## src/rtl/cla_pipe_adder_if.sv

```systemverilog
// Operand/result handshake bundle for cla_pipe_adder.
// The master side supplies operands and accepts results; the slave side is the adder.
interface cla_pipe_adder_if #(
  parameter int unsigned WIDTH = 32
);
  logic             in_valid;
  logic             in_ready;
  logic [WIDTH-1:0] a;
  logic [WIDTH-1:0] b;
  logic             cin;
  logic             sub;
  logic             out_valid;
  logic             out_ready;
  logic [WIDTH-1:0] sum;
  logic             cout;
  logic             ovf;
  logic             zero;

  modport master (
    output in_valid, a, b, cin, sub, out_ready,
    input  in_ready, out_valid, sum, cout, ovf, zero
  );

  modport slave (
    input  in_valid, a, b, cin, sub, out_ready,
    output in_ready, out_valid, sum, cout, ovf, zero
  );
endinterface

```

## src/rtl/cla_pipe_adder.sv

```systemverilog
// Pipelined carry-lookahead adder/subtractor; one WIDTH/STAGES segment resolved per stage.
// Define CLA_PIPE_FLAGS_EN to build the registered ovf/zero flags (tied to 0 otherwise).
module cla_pipe_adder #(
  parameter int unsigned WIDTH  = 32,
  parameter int unsigned BLOCK  = 4,
  parameter int unsigned STAGES = 2
) (
  input logic             clk,
  input logic             rst_n,
  cla_pipe_adder_if.slave bus
);
  localparam int SEG    = int'(WIDTH / STAGES);
  localparam int BLK    = int'(BLOCK);
  localparam int GROUPS = SEG / BLK;
  localparam int LAST   = int'(STAGES) - 1;

  if ((STAGES < 1) || ((WIDTH % (STAGES * BLOCK)) != 0)) begin : g_param_check
    $error("cla_pipe_adder: WIDTH must be a non-zero multiple of STAGES*BLOCK");
  end

  // Lookahead inside each BLOCK-bit group, group carries chained across the segment.
  function automatic logic [SEG:0] seg_add(input logic [SEG-1:0] x, input logic [SEG-1:0] y,
                                           input logic ci);
    logic [SEG-1:0] g, p, s;
    logic           c_grp, c_bit, gg, pr;
    g     = x & y;
    p     = x ^ y;
    s     = '0;
    c_grp = ci;
    for (int grp = 0; grp < GROUPS; grp++) begin
      for (int i = 0; i < BLK; i++) begin
        c_bit = 1'b0;
        pr    = 1'b1;
        for (int j = i - 1; j >= 0; j--) begin
          c_bit = c_bit | (g[grp*BLK + j] & pr);
          pr    = pr & p[grp*BLK + j];
        end
        c_bit = c_bit | (pr & c_grp);
        s[grp*BLK + i] = p[grp*BLK + i] ^ c_bit;
      end
      gg = 1'b0;
      pr = 1'b1;
      for (int j = BLK - 1; j >= 0; j--) begin
        gg = gg | (g[grp*BLK + j] & pr);
        pr = pr & p[grp*BLK + j];
      end
      c_grp = gg | (pr & c_grp);
    end
    return {c_grp, s};
  endfunction

  logic [STAGES-1:0] valid_q;
  logic [STAGES-1:0] c_q;
  logic [WIDTH-1:0]  a_q [STAGES];
  logic [WIDTH-1:0]  b_q [STAGES];
  logic [WIDTH-1:0]  s_q [STAGES];

  logic [WIDTH-1:0]  src_a [STAGES];
  logic [WIDTH-1:0]  src_b [STAGES];
  logic [WIDTH-1:0]  src_s [STAGES];
  logic [WIDTH-1:0]  s_d   [STAGES];
  logic [SEG:0]      res   [STAGES];
  logic [STAGES-1:0] src_c;
  logic [STAGES-1:0] src_v;
  logic [STAGES-1:0] c_d;
  logic [STAGES:0]   adv;
  logic              adv_acc;

  always_comb begin
    src_a = '{default: '0};
    src_b = '{default: '0};
    src_s = '{default: '0};
    s_d   = '{default: '0};
    res   = '{default: '0};
    src_c = '0;
    src_v = '0;
    c_d   = '0;
    src_a[0] = bus.a;
    src_b[0] = bus.sub ? ~bus.b : bus.b;
    src_c[0] = bus.sub | bus.cin;
    src_v[0] = bus.in_valid;
    for (int k = 1; k < int'(STAGES); k++) begin
      src_a[k] = a_q[k-1];
      src_b[k] = b_q[k-1];
      src_c[k] = c_q[k-1];
      src_s[k] = s_q[k-1];
      src_v[k] = valid_q[k-1];
    end
    for (int k = 0; k < int'(STAGES); k++) begin
      res[k] = seg_add(src_a[k][k*SEG +: SEG], src_b[k][k*SEG +: SEG], src_c[k]);
      s_d[k] = src_s[k];
      s_d[k][k*SEG +: SEG] = res[k][SEG-1:0];
      c_d[k] = res[k][SEG];
    end
  end

  // A stage may load when it is empty or its successor is loading this cycle.
  always_comb begin
    adv_acc     = bus.out_ready;
    adv         = '0;
    adv[STAGES] = adv_acc;
    for (int k = LAST; k >= 0; k--) begin
      adv_acc = !valid_q[k] || adv_acc;
      adv[k]  = adv_acc;
    end
  end

  always_ff @(posedge clk or negedge rst_n) begin
    if (!rst_n) begin
      valid_q <= '0;
      c_q     <= '0;
      for (int k = 0; k < int'(STAGES); k++) begin
        a_q[k] <= '0;
        b_q[k] <= '0;
        s_q[k] <= '0;
      end
    end else begin
      for (int k = 0; k < int'(STAGES); k++) begin
        if (adv[k]) begin
          valid_q[k] <= src_v[k];
          if (src_v[k]) begin
            a_q[k] <= src_a[k];
            b_q[k] <= src_b[k];
            s_q[k] <= s_d[k];
            c_q[k] <= c_d[k];
          end
        end
      end
    end
  end

  // Operand bits already summed are dead downstream; fold them into a sink.
  logic unused_regs;
  always_comb begin
    unused_regs = 1'b0;
    for (int k = 0; k < int'(STAGES); k++) begin
      unused_regs = unused_regs ^ (^a_q[k]) ^ (^b_q[k]);
    end
  end

`ifdef CLA_PIPE_FLAGS_EN
  logic ovf_q, zero_q, ovf_d, zero_d;

  always_comb begin
    ovf_d  = (src_a[LAST][WIDTH-1] == src_b[LAST][WIDTH-1]) &&
             (s_d[LAST][WIDTH-1] != src_a[LAST][WIDTH-1]);
    zero_d = (s_d[LAST] == '0);
  end

  always_ff @(posedge clk or negedge rst_n) begin
    if (!rst_n) begin
      ovf_q  <= 1'b0;
      zero_q <= 1'b0;
    end else if (adv[LAST] && src_v[LAST]) begin
      ovf_q  <= ovf_d;
      zero_q <= zero_d;
    end
  end

  assign bus.ovf  = ovf_q;
  assign bus.zero = zero_q;
`else
  assign bus.ovf  = 1'b0;
  assign bus.zero = 1'b0;
`endif

  assign bus.in_ready  = adv[0];
  assign bus.out_valid = valid_q[LAST];
  assign bus.sum       = s_q[LAST];
  assign bus.cout      = c_q[LAST];
endmodule

```

## src/flat_wrapper.sv

```systemverilog
// flat-port wrapper written by rule: the top's interface ports become plain ports
module cla_pipe_adder_flat 
#(
  parameter int unsigned WIDTH  = 32,
  parameter int unsigned BLOCK  = 4,
  parameter int unsigned STAGES = 2
)
  (clk, rst_n, bus_in_valid, bus_a, bus_b, bus_cin, bus_sub, bus_out_ready, bus_in_ready, bus_out_valid, bus_sum, bus_cout, bus_ovf, bus_zero);
  cla_pipe_adder_if #(.WIDTH(WIDTH)) bus_i ();
  input logic clk;
  input logic rst_n;
  input wire logic [$bits(bus_i.in_valid)-1:0] bus_in_valid;
  input wire logic [$bits(bus_i.a)-1:0] bus_a;
  input wire logic [$bits(bus_i.b)-1:0] bus_b;
  input wire logic [$bits(bus_i.cin)-1:0] bus_cin;
  input wire logic [$bits(bus_i.sub)-1:0] bus_sub;
  input wire logic [$bits(bus_i.out_ready)-1:0] bus_out_ready;
  output wire logic [$bits(bus_i.in_ready)-1:0] bus_in_ready;
  output wire logic [$bits(bus_i.out_valid)-1:0] bus_out_valid;
  output wire logic [$bits(bus_i.sum)-1:0] bus_sum;
  output wire logic [$bits(bus_i.cout)-1:0] bus_cout;
  output wire logic [$bits(bus_i.ovf)-1:0] bus_ovf;
  output wire logic [$bits(bus_i.zero)-1:0] bus_zero;
  assign bus_i.in_valid = bus_in_valid;
  assign bus_i.a = bus_a;
  assign bus_i.b = bus_b;
  assign bus_i.cin = bus_cin;
  assign bus_i.sub = bus_sub;
  assign bus_i.out_ready = bus_out_ready;
  assign bus_in_ready = bus_i.in_ready;
  assign bus_out_valid = bus_i.out_valid;
  assign bus_sum = bus_i.sum;
  assign bus_cout = bus_i.cout;
  assign bus_ovf = bus_i.ovf;
  assign bus_zero = bus_i.zero;
  cla_pipe_adder #(.WIDTH(WIDTH), .BLOCK(BLOCK), .STAGES(STAGES)) u_core (.clk(clk), .rst_n(rst_n), .bus(bus_i));
endmodule
```

## config.mk

```make
export PLATFORM = sky130hd
export DESIGN_NAME = cla_pipe_adder_flat
export DESIGN_NICKNAME = d
export VERILOG_FILES = /design/src/rtl/cla_pipe_adder_if.sv /design/src/rtl/cla_pipe_adder.sv /design/src/flat_wrapper.sv
export SDC_FILE = /design/constraint.sdc
export NUM_CORES = 1
export LEC_CHECK = 0
export BUFFER_PORTS_ARGS = -buffer_cell sky130_fd_sc_hd__buf_4
export CAP_MARGIN = 20
export CORE_MARGIN = 2
export CORE_UTILIZATION = 51
export CTS_BUF_LIST = sky130_fd_sc_hd__clkbuf_8
export CTS_CLUSTER_DIAMETER = 80
export DETAILED_ROUTE_END_ITERATION = 6
export PLACE_DENSITY = 0.9
export SLEW_MARGIN = 20
export SYNTH_ARGS = -nofsm -noshare
export SYNTH_HDL_FRONTEND = slang
export SYNTH_SLANG_ARGS = --single-unit
```

## constraint.sdc

```tcl
create_clock -name clk -period 2.5 [get_ports clk]
set_clock_uncertainty 0.1 [all_clocks]
set_input_delay 0.5 -clock clk [delete_from_list [all_inputs] [get_ports clk]]
set_output_delay 0.5 -clock clk [all_outputs]
set_load 0.01 [all_outputs]
```

== After elaboration in Yosys (flattened, before gate mapping) ==
Index checks and enable logic that the tools add are counted.
Storage, ports and cells
  register bits after elaboration: 116
  input bits: 70
  output and inout bits: 37
Cells by class
  mux-type cells: 1
  bitwise gates (word level): 246
  reductions and logical operators: 6
Operators with widths (count)
  1-bit AND: 128
  1-bit OR: 81
  16-bit AND: 2
  32-bit two-way mux: 1
  32-bit NOT: 1
  1-bit bitwise XOR: 32
  16-bit bitwise XOR: 2
  2-bit AND reduction: 2
  1-bit zero test: 2
  1-bit logical OR: 2

== Depth between registers and ports, before layout ==
  word-level depth: 15
  gate-level depth with buffers: 12

== Worst setup path after synthesis ==
OpenSTA, ideal clock, no wires.
  kind: input-to-reg
  from: input port bus_sub
  to: register u_core.s_q, in the netlist u_core.s_d[13]
  library setup time: 0.133 ns
  arrival time: 3.024 ns
  data required time: 2.267 ns
  slack: -0.757 ns
  stages on the path: 12
  path buffers: 2
  path through: buf_2 buf_1 xor2_1 ha_1 a21o_1 a221oi_1 o211ai_1 nand2_1 o21ai_0 fa_1 xnor2_1 o21ai_0
On the way
  cells in the longest elaborated chain, start to end: 14
  elaborated cells on any way between the ends: 40
  those cells by class: 1 x mux; 39 x bitwise
Ends and longest elaborated chain
  start: declaration: RTL line flat_wrapper.sv:16  | input wire logic [$bits(bus_i.sub)-1:0] bus_sub;
  32-bit two-way mux: RTL line cla_pipe_adder.sv:79  | src_b[0] = bus.sub ? ~bus.b : bus.b;
  16-bit AND or 16-bit bitwise XOR (tied branches): RTL line cla_pipe_adder.sv:26, cla_pipe_adder.sv:27
  1-bit AND, on equally long branches: RTL line cla_pipe_adder.sv:44, cla_pipe_adder.sv:45
  1-bit OR (tied with other cells) (2 in a row): RTL line cla_pipe_adder.sv:44  | gg = gg | (g[grp*BLK + j] & pr);
  1-bit OR or 1-bit AND (tied branches): RTL line cla_pipe_adder.sv:44, cla_pipe_adder.sv:47
  1-bit OR: RTL line cla_pipe_adder.sv:47  | c_grp = gg | (pr & c_grp);
  1-bit AND: RTL line cla_pipe_adder.sv:47
  1-bit OR: RTL line cla_pipe_adder.sv:47
  1-bit AND: RTL line cla_pipe_adder.sv:47
  1-bit OR: RTL line cla_pipe_adder.sv:47
  1-bit AND: RTL line cla_pipe_adder.sv:38  | c_bit = c_bit | (pr & c_grp);
  1-bit OR: RTL line cla_pipe_adder.sv:38
  1-bit bitwise XOR (*): RTL line cla_pipe_adder.sv:39  | s[grp*BLK + i] = p[grp*BLK + i] ^ c_bit;
  end signal: indexed assignment: RTL line cla_pipe_adder.sv:124  | s_q[k] <= s_d[k];
  end: declaration: RTL line cla_pipe_adder.sv:56  | logic [WIDTH-1:0] s_q [STAGES];
Mark *: on every way between the ends. The rest lies on a longest branch, timed or not.
A chain may end at the register's enable or synchronous reset.

==> flow_summary.toml <==
[floorplan]
ioPinCount = 107
initial_core_util_pct = 52.7
die_height_microns = 102
core_sq_um = 9280
dieArea_sq_um = 10400
rows = 35
fp.dieW_microns = 102

[clock_network]
cts_tree = "yes"
cts_buffers = 9
root_buffer = "clkbuf_8"
clock_latency_ns = 0.35
cts_max_level = 3
clock_sinks = 84
clk_pin_slew_worst_paths_ns = 0.08
clk_path_buf_depth = 2

[placement]
place_ws_ns = -0.375
place_congestion = 0.913
placed_area_sq_um = 6090
io_buffers = 104
hpwlAfterDp_mm = 9.29

[yosys]
syn_avg_cell_area_sq_um = 9.08
synth_edf_count = 0
syn_area_sq_um = 4900
ys.flop_type = "dfrtp_1"
synth_top_cells_by_count = "145 x nand2_1, 84 x dfrtp_1, 50 x o21ai_0"
ys_seq_elements = 84
synth_top_area_share_pct = 42.9
async_flop_share_pct = 100
yosysTopAreaCell = "dfrtp_1"
synth_cell_types = 56
synth.most_common_cell = "nand2_1"
ys_seq_area_share_pct = 42.9
yosys_warnings = 0
synth_area_leaders = "dfrtp_1 43%, nand2_1 11%, ha_1 8.2%"
synthCells = 539

[critical_path]
startpoint_type = "input port"
critPathKind = "in2reg"
crit_required_ns = 2.65
rrSetupSlack_ns = 0.07
r2r_cells = 8
arrival_ns = 2.58
path_max_fanout = 6
cp-end-kind = "register"

[cells_and_area]
diodes = 0
final_cell_area_sq_um = 6420
utilization_pct = 69.2
nets = 788
num-fill-cells = 719
drive_above_1_share_pct = 27.7
syn_to_final_growth_pct = 31.1

[route]
vias = 4330
drc = 0
final_antenna_net_count = 0
route.detailed.wl_per_inst_microns = 15.3
vias_per_cell = 5.33
dr.first_iter.drc_count = 191
first_pass_iters = 5
routed_wl_mm = 12.4

[timing]
final-max-slew-violation-count = 0
fin_crit_sh_pct = 97.2
rsz0062_at_grt = "yes"
worst_pin_slew_ns = 0.688
relSlewSlack_pct = 54.1
hold_viol = 0
fin_crit_ns = 2.43
setup_viol = 0
fin_tns_setup_ns = 0
setup_slack_ns = 0.0698
max_freq_mhz = 411

[grt]
grt_pass1_wl_mm = 19.9
grt_use_total_pct = 24.4
grt_pass1_vias = 4476
antenna_found_initial = 0
grt_max_degree = 55
grt-ovfl-total = 0

[outcome]
status = "finished clean"

[power]
p_per_area_nw_per_um2 = 771
p_leak_nw = 3.21
vdd_drop_max_mv = 0.355
power_w = 0.00495

[job]
max-cap-violations = 0

[hold_path]
hold_path.class = "in2async"
-- metal layers --
metal / GRT usage [%] / up-vias / share of wire [%]
met4: 9.23 / 0 / 1.9
met5: 0 / - / 0
met3: 5.20 / 23 / 6.5
met2: 42.0 / 148 / 51
li1: - / 2088 / -
met1: 30.1 / 2071 / 41
-- critical path, cell delays in order --
cell	delay, ns
buf_12	0.12
xor2_1	0.16
ha_1	0.31
o21ai_1	0.08
a22o_1	0.27
o211ai_1	0.23
nand2_1	0.13
o21ai_2	0.20
fa_2	0.47
nand2_2	0.06
nand2_1	0.05
-- cell families after synthesis --
family / after synthesis / share of synthesized area (%)
xor gates and xnor gates: 44 / 7.87
and+or+nand+nor: 205 / 18.3
DFF: 84 / 42.9
adders and majority gates: 40 / 11.4
other: 1 / 0.0766
muxes: 7 / 1.51
buffers and inverters: 52 / 4.19
AOI/OAI and AO/OA: 106 / 13.7
-- flip-flops by register name, summed over array words and instances, names as in the netlist --
signal,cells
u_core.valid_q,2
u_core.s_d,16
u_core.c_q,2
u_core.a_q,16
u_core.bus.sum,32
u_core.b_q,16
-- path summary, 6_finish.rpt --
path	end	start
max	u_core.s_d[12]	bus_sub
min	u_core.bus.sum[28]	rst_n
max reg2reg	u_core.bus.sum[29]	u_core.a_q[51]
min reg2reg	u_core.bus.sum[5]	u_core.s_d[5]
max in group asynchronous	u_core.a_q[57]	rst_n
min in group clk	u_core.a_q[61]	bus_a[29]
-- power by group --
group | internal, W | leakage (nW) | switching, W
logic | 0.000963 | 2.06 | 0.000985
clock network | 0.000581 | 0.117 | 0.000466
registers | 0.00172 | 1.03 | 0.000234
-- cells in the final DEF (no fill, tap or decap), drive strengths merged, types with 3 or more instances in the layout --
cell / n
mux2i: 4
and3: 4
or3b: 3
a221oi: 3
dfrtp: 84
a211oi: 3
o31ai: 4
o211ai: 3
and4: 4
nand3: 5
nand2: 145
xnor2: 16
o21ai: 51
a31oi: 5
nand2b: 6
and2: 4
nor3: 5
nor2: 16
ha: 32
clkinv: 3
nand3b: 3
a21oi: 12
clkbuf: 11
xor2: 28
a21o: 5
buf: 151
nand4: 3
fa: 8
inv: 28
mux2: 3
-- metrics by stage --
step,hold WS [ns],cells
finish,0.0842,812
global route,0.131,812
global placement,0.347,792
floorplan,0.104,540
CTS,0.104,809
detailed placement,0.357,792
-- timing repair --
action,4_1_cts,5_1_grt
setup endpoints to repair,1,5
resized for setup,0,14
hold buffers,0,0
setup buffers,1,2
gates cloned,0,1
pin swaps,2,10
-- area by class of cell --
type / instances / area (sq um) / share of cell area [%]
inverters: 27 / 101 / 1.58
clock inverters: 6 / 78.8 / 1.23
repair buffers: 152 / 1170 / 18.3
flip-flops and latches: 84 / 2100 / 32.7
multi-input cells: 404 / 2660 / 41.5
well taps: 129 / 161 / 2.51
clock buffers: 10 / 138 / 2.14
Power figures use the tool's default switching activity.
